<file path="src/rtl/seg7_pkg.sv">
// Shared segment encodings for the 7-segment scan driver.
// Bit order is {g,f,e,d,c,b,a}, and a 1 means the segment is lit.
package seg7_pkg;

  typedef logic [6:0] seg_t;

  localparam seg_t SEG_0    = 7'h3F;
  localparam seg_t SEG_1    = 7'h06;
  localparam seg_t SEG_2    = 7'h5B;
  localparam seg_t SEG_3    = 7'h4F;
  localparam seg_t SEG_4    = 7'h66;
  localparam seg_t SEG_5    = 7'h6D;
  localparam seg_t SEG_6    = 7'h7D;
  localparam seg_t SEG_7    = 7'h07;
  localparam seg_t SEG_8    = 7'h7F;
  localparam seg_t SEG_9    = 7'h6F;
  localparam seg_t SEG_A    = 7'h77;
  localparam seg_t SEG_B    = 7'h7C;
  localparam seg_t SEG_C    = 7'h39;
  localparam seg_t SEG_D    = 7'h5E;
  localparam seg_t SEG_E    = 7'h79;
  localparam seg_t SEG_F    = 7'h71;
  localparam seg_t SEG_DASH = 7'h40;
  localparam seg_t SEG_OFF  = 7'h00;

endpackage

</file>
<file path="src/rtl/seg7_hex_decode.sv">
// Combinational nibble to 7-segment decoder.
// Nibbles above 9 are shown as A..F when hex_en=1, and as a dash otherwise.
module seg7_hex_decode
  import seg7_pkg::*;
(
  input  logic [3:0] nibble,
  input  logic       hex_en,
  output seg_t       seg
);

  // Table lookup, with the letters gated by hex_en.
  always_comb begin
    seg = SEG_OFF;
    case (nibble)
      4'h0: seg = SEG_0;
      4'h1: seg = SEG_1;
      4'h2: seg = SEG_2;
      4'h3: seg = SEG_3;
      4'h4: seg = SEG_4;
      4'h5: seg = SEG_5;
      4'h6: seg = SEG_6;
      4'h7: seg = SEG_7;
      4'h8: seg = SEG_8;
      4'h9: seg = SEG_9;
      4'hA: seg = hex_en ? SEG_A : SEG_DASH;
      4'hB: seg = hex_en ? SEG_B : SEG_DASH;
      4'hC: seg = hex_en ? SEG_C : SEG_DASH;
      4'hD: seg = hex_en ? SEG_D : SEG_DASH;
      4'hE: seg = hex_en ? SEG_E : SEG_DASH;
      4'hF: seg = hex_en ? SEG_F : SEG_DASH;
      default: seg = SEG_OFF;
    endcase
  end

endmodule

</file>
<file path="src/rtl/seg7_scan_driver.sv">
// Multiplexed N-digit 7-segment scan driver.
// - The load strobe latches the word into pending registers.
// - Each digit slot starts with one dark gap cycle. During that cycle the
//   pending registers are copied to the shadow registers.
// - The remaining cycles of the slot drive the selected digit from the
//   shadow registers, so a digit never changes partway through its slot.
module seg7_scan_driver
  import seg7_pkg::*;
#(
  parameter int N_DIGITS   = 4,
  parameter int SCAN_DIV   = 50000,
  parameter int ACTIVE_LOW = 1
) (
  input  logic                  clk,
  input  logic                  rst,
  input  logic [4*N_DIGITS-1:0] value,
  input  logic [N_DIGITS-1:0]   dp_in,
  input  logic                  load,
  input  logic                  blank_lz,
  input  logic                  hex_en,
  output logic [6:0]            seg,
  output logic                  dp,
  output logic [N_DIGITS-1:0]   an
);

  localparam int IDX_W = (N_DIGITS > 1) ? $clog2(N_DIGITS) : 1;
  localparam int CNT_W = $clog2(SCAN_DIV);
  localparam logic [CNT_W-1:0] CNT_LAST = CNT_W'(SCAN_DIV - 1);
  localparam logic [IDX_W-1:0] IDX_LAST = IDX_W'(N_DIGITS - 1);

  typedef enum logic {GAP, SHOW} state_t;

  state_t                state;
  logic [CNT_W-1:0]      cnt;
  logic [IDX_W-1:0]      idx;
  logic [4*N_DIGITS-1:0] pend_val;
  logic [4*N_DIGITS-1:0] shad_val;
  logic [N_DIGITS-1:0]   pend_dp;
  logic [N_DIGITS-1:0]   shad_dp;

  logic [N_DIGITS-1:0]   lz;
  logic                  lz_run;
  logic [3:0]            cur_nib;
  logic                  cur_dp;
  logic                  cur_lz;
  logic [N_DIGITS-1:0]   onehot;
  logic                  blanked;
  seg_t                  dec_seg;

  logic [N_DIGITS-1:0]   an_q;
  seg_t                  seg_q;
  logic                  dp_q;

  // Pending capture: the last load strobe wins, and a load during reset is dropped.
  always_ff @(posedge clk) begin
    if (rst) begin
      pend_val <= '0;
      pend_dp  <= '0;
    end else if (load) begin
      pend_val <= value;
      pend_dp  <= dp_in;
    end
  end

  // Slot sequencer.
  // - GAP lasts one prescaler count and commits pending to shadow.
  // - SHOW lasts until the prescaler wraps, then advances the digit index.
  always_ff @(posedge clk) begin
    if (rst) begin
      state    <= GAP;
      cnt      <= '0;
      idx      <= '0;
      shad_val <= '0;
      shad_dp  <= '0;
    end else begin
      case (state)
        GAP: begin
          shad_val <= pend_val;
          shad_dp  <= pend_dp;
          cnt      <= CNT_W'(1);
          state    <= SHOW;
        end
        SHOW: begin
          if (cnt == CNT_LAST) begin
            cnt   <= '0;
            state <= GAP;
            idx   <= (idx == IDX_LAST) ? '0 : idx + 1'b1;
          end else begin
            cnt <= cnt + 1'b1;
          end
        end
        default: state <= GAP;
      endcase
    end
  end

  // Leading-zero map: lz[i] is set when shadow nibbles N_DIGITS-1..i are all zero.
  always_comb begin
    lz     = '0;
    lz_run = 1'b1;
    for (int unsigned k = 0; k < N_DIGITS; k++) begin
      lz_run                = lz_run & (shad_val[4*(N_DIGITS-1-k) +: 4] == 4'h0);
      lz[N_DIGITS-1-k]      = lz_run;
    end
  end

  // Select the current digit's nibble, dp, zero flag and anode bit.
  always_comb begin
    cur_nib = 4'h0;
    cur_dp  = 1'b0;
    cur_lz  = 1'b0;
    onehot  = '0;
    for (int unsigned k = 0; k < N_DIGITS; k++) begin
      if (idx == IDX_W'(k)) begin
        cur_nib   = shad_val[4*k +: 4];
        cur_dp    = shad_dp[k];
        cur_lz    = lz[k];
        onehot[k] = 1'b1;
      end
    end
    blanked = blank_lz && (idx != '0) && cur_lz;
  end

  seg7_hex_decode u_dec (
    .nibble (cur_nib),
    .hex_en (hex_en),
    .seg    (dec_seg)
  );

  // Registered pin image, one cycle behind the sequencer.
  // A blanked digit keeps its anode on only when its dp must be shown.
  always_ff @(posedge clk) begin
    if (rst) begin
      an_q  <= '0;
      seg_q <= SEG_OFF;
      dp_q  <= 1'b0;
    end else if (state == SHOW) begin
      an_q  <= (blanked && !cur_dp) ? '0 : onehot;
      seg_q <= blanked ? SEG_OFF : dec_seg;
      dp_q  <= cur_dp;
    end else begin
      an_q  <= '0;
      seg_q <= SEG_OFF;
      dp_q  <= 1'b0;
    end
  end

  assign an  = (ACTIVE_LOW != 0) ? ~an_q  : an_q;
  assign seg = (ACTIVE_LOW != 0) ? ~seg_q : seg_q;
  assign dp  = (ACTIVE_LOW != 0) ? ~dp_q  : dp_q;

endmodule

</file>
<file path="config.mk">
export PLATFORM = sky130hd
export DESIGN_NAME = seg7_scan_driver
export DESIGN_NICKNAME = d
export VERILOG_FILES = /design/src/rtl/seg7_pkg.sv /design/src/rtl/seg7_hex_decode.sv /design/src/rtl/seg7_scan_driver.sv
export SDC_FILE = /design/constraint.sdc
export NUM_CORES = 1
export LEC_CHECK = 0
export CORE_MARGIN = 8
export CORE_UTILIZATION = 50
export CTS_CLUSTER_SIZE = 12
export DETAILED_ROUTE_END_ITERATION = 16
export PLACE_DENSITY = 0.82
export SYNTH_ARGS = -nofsm -noshare
export SYNTH_HDL_FRONTEND = slang
export SYNTH_SLANG_ARGS = --single-unit
</file>
<file path="constraint.sdc">
create_clock -name clk -period 2.2 [get_ports clk]
set_clock_uncertainty 0.05 [all_clocks]
set_input_delay 0.44 -clock clk [delete_from_list [all_inputs] [get_ports clk]]
set_output_delay 0.44 -clock clk [all_outputs]
set_load 0.005 [all_outputs]
</file>
==> summary.md, run 1 <==
| Metric | Value |
|---|---|
| Detailed Routing Iterations Pass 1 | 4 |
| Max Buffers Root-to-Sink | 2 |
| Routed WL | 6.38 mm |
| Bufs and invs on worst path | 2 |
| RSZ-0062 raised after global routing | yes |
| First-pass GRT wire length | 10.7 mm |
| Worst setup SP type | flop |
| CTS tree | yes |
| Dpl hpwl | 4.39 mm |
| Initial Util | 52.0% |
| CP Max Fanout | 6 |
| Vias | 2458 |
| Antenna-violating nets left | 0 |
| Residual DRC | 0 |
| RD Place Congestion | 0.934 |
| Worst Hold Class | flop to flop |
| Max-slew violation count | 0 |
| # diodes | 0 |
| Worst path arrival time | 2.35 ns |
| Port Buffer Count | 36 |
| Data required, critical path | 2.36 ns |
| CTS sink cnt | 71 |
| Top-count cell post-synth | dfxtp_1 |
| Seq cells post-synth | 71 |
| I/O Pins | 37 |
| Die Height | 95.0 um |
| Initial drt markers | 110 |
| DP Worst Slack | -0.176 ns |
| Final Hold Fails | 0 |
| Finish-stage setup viols | 0 |
| FMAX | 455 MHz |
| Number of synthesized flops with an enable pin | 0 |
| Outcome | finished, final reports clean |
| Ys flop type | dfxtp_1 |
| Filler cell count | 491 |
| Synth top cells by count | dfxtp_1 (71), nor2_1 (62), mux2i_1 (41) |
| Core area | 5990 sq um |
| CTS Buf Count | 9 |
| Worst setup EP type | flop |
| Overall routing resource usage | 14.7% |
| Per-cell routed wire length | 13.8 um |
| Sequential share of the synthesized area | 45.6% |
| Cell Chain, Critical Path | inv_1 -> ha_1 -> buf_4 -> nand3b_1 -> a221oi_2 -> nand2b_1 -> o22ai_1 -> a221oi_2 |
| H-tree depth | 3 |
| Cell Area, Synth | 3120 sq um |
| Netlist cell types | 56 |
| Row Count | 28 |
| Largest delay share family, worst path | compound AO/OA/AOI/OAI gates |
| Worst path slowest cell | a221oi_2 |
| Post-synth top area share | 45.6% |
| Vias in the first global route | 2447 |
| Final net count | 414 |
| HP Start | pend_val[2]$_SDFFE_PP0P_ |
| Post-DP Area | 3610 sq um |
| GRT overflow | 0 |
| Part of the cycle the worst path needs | 100% |
| Die Area | 9020 sq um |
| Synthesized area per cell | 9.36 sq um |
| CTS clk-pin slew, worst paths | 0.07 ns |
| Hold Path Sink | pend_val[2]$_SDFFE_PP0P_ |
| Worst-Margin Slew | 0.518 ns |
| Register Area | 1430 sq um |
| Vias per cell | 5.31 |
| Worst skew pair latency | 0.34 ns |
| Hold Path Depth | 2 |
| Antenna violations before repair | 0 |
| Yosys top cell by area | dfxtp_1 |
| Crit Path Class | flop to flop |
| Max-slew headroom | 65.4% |
| Layout Cell Area excl Fill | 3930 sq um |
| Leak | 1.60 nW |
| Syn Inst Count | 333 |
| Fin worst setup slack | 0.000501 ns |
| Placed cell count | 442 |
| Post-layout power | 2.62 mW |
| Yosys Warn Count | 0 |
| Area occupied by multi-input gates | 1630 sq um |
| Worst r2r src | idx[1]$_SDFFE_PP0P_ |
| R2r endpoint | seg_q[6]$_SDFF_PP0_ |
| Pin count of the biggest net entering global routing | 45 |
| Fin Setup TNS | 0 ns |
| Tmin final | 2.20 ns |
| Area Overhead vs Synth | 25.9% |
| Max-cap violations | 0 |
| Die width | 95.0 um |
| Syn Nets | 363 |
| Root buffer cell | clkbuf_8 |
| CTS Hold Buffers Added | 0 |
| Most area-consuming cells after synthesis | dfxtp_1 (46%), mux2i_1 (13%), nor2_1 (7.5%), inv_1 (2.5%), xor2_1 (2.5%) |
| R2R cell count | 8 |
| Final Non-Filler Cells | 463 |
| PD cells | 667 nW/um^2 |
| Critical path's largest stage delay | 0.50 ns |
| Layout cells sized above 1 | 15.2% |
| Maximum vdd drop | 0.000490 V |
| Synth async-reset ratio | 0% |
| Reg2reg setup slack | 0.0005 ns |
| Most used cell, CP | a221oi_2 |
[cell families (layout without fill, tap and decap cells)]
logic type	after synthesis	after routing	share of synthesized area (%)
AND/OR/NAND/NOR	126	126	20.7
flip-flops	71	71	45.6
multiplexers	41	41	13.2
AO/OA/AOI/OAI	39	39	9.95
buffers and inverters	37	92	4.70
XOR/XNOR	14	14	3.93
adder cells (fa/ha/maj)	5	5	2.01
[repair_timing]
item / CTS / global route
cloned: 0 / 0
pin swaps: 1 / 4
hold endpoints to repair: 0 / 0
gates resized for setup: 3 / 17
setup buffers: 1 / 5
endpoints found under the setup margin: 1 / 11
[cell type report]
type                       count  share of cell area, %
clock inverter                 3                   1.12
multi-input combinational    225                   41.4
clock buffer                  12                   3.70
inverter                      21                   2.01
sequential                    71                   36.3
timing repair buffer          56                   13.0
tap                           75                   2.39
[power breakdown]
group          total [mW]  internal (mW)  switching [mW]  leakage [nW]
clock network       0.993          0.549           0.444        0.0964
registers            1.37           1.34          0.0296         0.582
logic               0.259          0.146           0.113         0.924
total                2.62           2.03           0.586          1.60
[stage by stage]
| stage | hold WS (ns) | util, % |
|---|---|---|
| global route | 0.481 | 65.5 |
| finish | 0.449 | 65.5 |
| floorplan | 0.406 | - |
| detailed placement | 0.435 | 60.3 |
| CTS | 0.454 | 63.7 |
| global placement | 0.424 | 60.3 |
[sequential cells by signal (all words and copies together), names as in the netlist, 2 cells and up]
register,cells
pend_dp,4
shad_val,16
idx,2
pend_val,16
seg_q,7
an_q,4
shad_dp,4
cnt,16
[placed cells by master (no fill, tap or decap), types with 2 or more instances in the layout]
cell / netlist / routed
nand3_1: 11 / 11
xor2_1: 9 / 9
a21oi_1: 6 / 6
nor3b_2: 0 / 2
clkbuf_8: 0 / 10
nor2_1: 62 / 61
a31oi_1: 2 / 2
clkbuf_1: 6 / 2
a221o_1: 2 / 2
nand2_1: 13 / 12
and2_1: 3 / 3
ha_1: 5 / 2
mux2i_1: 41 / 41
nand2_2: 1 / 2
a221oi_2: 1 / 2
nor4_1: 2 / 2
ha_4: 0 / 2
clkdlybuf4s50_1: 0 / 36
dfxtp_1: 71 / 69
o22ai_1: 4 / 4
o21ai_0: 5 / 5
nand2b_1: 3 / 3
nor3_1: 2 / 2
inv_1: 21 / 21
a311oi_1: 2 / 2
nor2b_1: 5 / 5
nand3b_1: 5 / 5
buf_4: 0 / 20
nand4_1: 2 / 2
and4_1: 2 / 2
xnor2_1: 5 / 5
[worst max path at each step]
stage / from / to / slack, ns / cells after the start
after floorplan: idx[0]$_SDFFE_PP0P_ / seg_q[3]$_SDFF_PP0_ / 0.13 / 6
after global placement: blank_lz / seg_q[3]$_SDFF_PP0_ / -0.16 / 6
after detailed placement: blank_lz / an_q[0]$_SDFF_PP0_ / -0.18 / 5
after CTS: idx[0]$_SDFFE_PP0P_ / seg_q[3]$_SDFF_PP0_ / 0.01 / 6
after global routing: idx[1]$_SDFFE_PP0P_ / seg_q[6]$_SDFF_PP0_ / -0.10 / 8
final: idx[1]$_SDFFE_PP0P_ / seg_q[6]$_SDFF_PP0_ / 0.0005 / 8
[tightest hold or removal path, delay by kind of cell, from the launching register on]
family / cells / cell delay, ns
simple gates: 1 / 0.08
flops: 1 / 0.33
mux: 1 / 0.06
[layer usage]
layer / global-route usage (%) / vias to the layer above / share of wire, %
li1: - / 1248 / -
met1: 17.4 / 1136 / 46
met2: 24.4 / 60 / 47
met3: 5.00 / 14 / 5.5
met4: 4.68 / 0 / 1.6
met5: 0 / - / 0
No activity file was read; power rests on OpenSTA's default activity.
==> run 2, diff against run 1 <==
CORE_ASPECT_RATIO = 2   (was unset)
PLACE_DENSITY = 0.84   (was 0.82)
clock period = 2 ns   (was 2.2 ns; I/O delays follow)
==> summary.md, run 2 (synthesis gave the netlist of run 1 again) <==
| Metric | Value |
|---|---|
| CTS tree | yes |
| Worst Hold Class | flop to flop |
| Cell Chain, Critical Path | buf_6 -> ha_4 -> nand3b_1 -> a221o_1 -> buf_6 -> a22o_1 -> a221oi_2 -> nor2_1 |
| Dpl hpwl | 5.38 mm (+22%) |
| Final Hold Fails | 0 (unchanged) |
| Routed WL | 8.00 mm (+25%) |
| Worst setup SP type | flop |
| PD cells | 780 nW/um^2 (+17%) |
| Max-slew headroom | 68.0% (+2.6 points) |
| Flop pwr share | 46.5% (-5.7 points) |
| Antenna-violating nets left | 0 (unchanged) |
| Cell-internal power | 2.50 mW (+23%) |
| Vias | 2655 (+8.0%) |
| Biggest regs | cnt: 16 flops, pend_val: 16 flops, shad_val: 16 flops |
| Die width | 71.8 um (-24%) |
| Detailed Routing Iterations Pass 1 | 4 (unchanged) |
| Worst path arrival time | 2.30 ns (-0.05 ns) |
| Root buffer cell | clkbuf_16 |
| Max-slew violation count | 0 (unchanged) |
| Leading cell types in the layout, fill and taps excluded | dfxtp_1 (69), nor2_1 (60), mux2i_1 (41), clkdlybuf4s50_1 (36), buf_4 (22) |
| Per-cell routed wire length | 17.4 um (+26%) |
| First-pass GRT wire length | 12.7 mm (+19%) |
| Max Buffers Root-to-Sink | 2 (unchanged) |
| Overall routing resource usage | 17.7% (+3.1 points) |
| Final net count | 423 (+2.2%) |
| Layout cells sized above 1 | 19.4% (+4.2 points) |
| Violated checks | negative setup slack |
| Finish-stage setup viols | 6 (+6) |
| Vias per cell | 5.77 (+8.7%) |
| Initial Util | 51.9% (-0.13 points) |
| Core area | 6010 sq um (+0.25%) |
| Pin count of the biggest net entering global routing | 43 (-4.4%) |
| CTS Buf Count | 9 (unchanged) |
| Max-cap violations | 0 (unchanged) |
| Gr busiest metal | met2 |
| Switching power total | 0.741 mW (+26%) |
| Area Overhead vs Synth | 33.4% |
| CTS sink cnt | 71 (unchanged) |
| Part of the cycle the worst path needs | 107% (+7.3 points) |
| Die Height | 128 um (+34%) |
| Comb power frac | 9.7% (-0.2 points) |
| Met3 Resource Use GR | 4.78% (-0.22 points) |
| Reg2reg setup slack | -0.15 ns (-0.15 ns) |
| FMAX | 466 MHz (+2.5%) |
| Most used cell, CP | buf_6 |
| Critical path's largest stage delay | 0.42 ns (-0.08 ns) |
| RD Place Congestion | 0.913 (-2.3%) |
| Hold slack | 0.449 ns (-0.000196 ns) |
| Bufs and invs on worst path | 2 (unchanged) |
| CP Max Fanout | 7 (+1) |
| Worst r2r src | idx[0]$_SDFFE_PP0P_ |
| Placed cell count | 441 (-0.23%) |
| Fin worst setup slack | -0.145 ns (-0.146 ns) |
| Leak | 1.72 nW (+7.3%) |
| GRT overflow | 0 (unchanged) |
| RSZ-0062 raised after global routing | yes |
| Initial drt markers | 111 (+0.91%) |
| Residual DRC | 0 (unchanged) |
| R2R cell count | 8 (unchanged) |
| DP Worst Slack | -0.367 ns (-0.190 ns) |
| # diodes | 0 (unchanged) |
| Worst-Margin Slew | 0.477 ns (-0.0418 ns) |
| Die Area | 9170 sq um (+1.7%) |
| H-tree depth | 3 (unchanged) |
| Clock share of power | 43.8% (+5.9 points) |
| Met2 Resource Use GR | 34.4% (+9.9 points) |
| Met1 usage | 15.3% (-2.0 points) |
| Tmin final | 2.15 ns (-0.0542 ns) |
| CTS clk-pin slew, worst paths | 0.05 ns (-0.02 ns) |
| Crit Path Class | flop to flop |
| Vias in the first global route | 2805 (+15%) |
| Levels on crit path | 8 (unchanged) |
| Worst skew pair latency | 0.33 ns (about the same) |
| Commonest non-fill, non-tap cell in the layout | dfxtp_1 |
| Data required, critical path | 2.16 ns (-0.20 ns) |
| Row Count | 40 (+43%) |
| Worst setup EP type | flop |
| R2r endpoint | seg_q[2]$_SDFF_PP0_ |
| Switching Fraction | 22.9% (+0.46 points) |
| Critical Path End | seg_q[2]$_SDFF_PP0_ |
| Antenna violations before repair | 0 (unchanged) |
| Port Buffer Count | 36 (unchanged) |
| Largest delay share family, worst path | compound AO/OA/AOI/OAI gates |
| Worst path slowest cell | a221o_1 |
| Maximum vdd drop | 0.000556 V (+13%) |
| Final Non-Filler Cells | 460 (-0.65%) |
| Outcome | finished, violations left |
| I/O Pins | 37 (unchanged) |
| Worst Setup SP | idx[0]$_SDFFE_PP0P_ |
## run 2: cell types whose count changed in the layout (fill, tap and decap cells not counted), sizes merged
| cell | change |
|---|---|
| bufinv | -1 |
| buf | +9 |
| clkinvlp | +1 |
| clkinv | +1 |
| clkbuf | -1 |
## run 2: what timing repair did
action / in CTS / in global routing
endpoints found under the setup margin: 11 / 11
pin swaps: 5 / 11
setup buffers: 3 / 1
gates resized for setup: 23 / 15
gates cloned: 0 / 0
hold buffers: 0 / 0
## run 2: worst min-delay path by stage
stage                               from                        end  cells after the start
3_3_place_gp   pend_val[11]$_SDFFE_PP0P_  shad_val[11]$_SDFFE_PP0N_                      2
3_5_place_dp    pend_val[1]$_SDFFE_PP0P_   pend_val[1]$_SDFFE_PP0P_                      2
5_1_grt         pend_val[6]$_SDFFE_PP0P_   shad_val[6]$_SDFFE_PP0N_                      2
6_report       pend_val[14]$_SDFFE_PP0P_  pend_val[14]$_SDFFE_PP0P_                      2
2_1_floorplan    shad_dp[3]$_SDFFE_PP0N_    shad_dp[3]$_SDFFE_PP0N_                      2
4_1_cts         pend_val[6]$_SDFFE_PP0P_   shad_val[6]$_SDFFE_PP0N_                      2
## run 2: worst reg2reg max path: stages, from the launching register on
cell and delay [ns]:
dfxtp_4 0.35, buf_6 0.12, ha_4 0.18, nand3b_1 0.16, a221o_1 0.42, buf_6 0.16, a22o_1 0.19, a221oi_2 0.28
nor2_1 0.11
## run 2: power groups by stage
stage	Combinational, mW	Sequential [mW]	Clock, mW
after floorplan	0.160	1.52	0
after global placement	0.278	1.53	0
after global routing	0.339	1.51	1.49
final	0.314	1.51	1.42
after CTS	0.304	1.51	1.44
after detailed placement	0.290	1.54	0
## run 2: per-layer routing
layer	up-vias	part of all wire, %
met1	1295	36
li1	1266	-
met2	73	57
met3	21	3.9
met5	-	0
met4	0	3.1
## run 2: area by class of cell
cell class                      instances  area, sq um
Clock buffer                           11          243
Clock inverter                          4         22.5
Fill cell                             420         1850
Inverter                               21         81.3
Multi-Input combinational cell        225         1690
Sequential cell                        71         1430
Tap cell                               63         78.8
Timing Repair Buffer                   65          613
## run 2: per-stage QoR
step	total power [mW]	TNS, ns	util, %	cell area [sq um]
after detailed placement	1.83	-3.42	61.8	3710
after floorplan	1.68	-0.00857	-	3160
after CTS	3.25	-0.0363	68.0	4090
final	3.24	-0.224	69.3	4160
after global placement	1.81	-2.99	61.8	3710
after global routing	3.34	-0.986	69.3	4160
==> run 3, diff against run 2 <==
SLEW_MARGIN = 0   (was unset)
==> results of run 3 <==
Same layout as run 2: the final DEF is identical, and so are final timing and power.
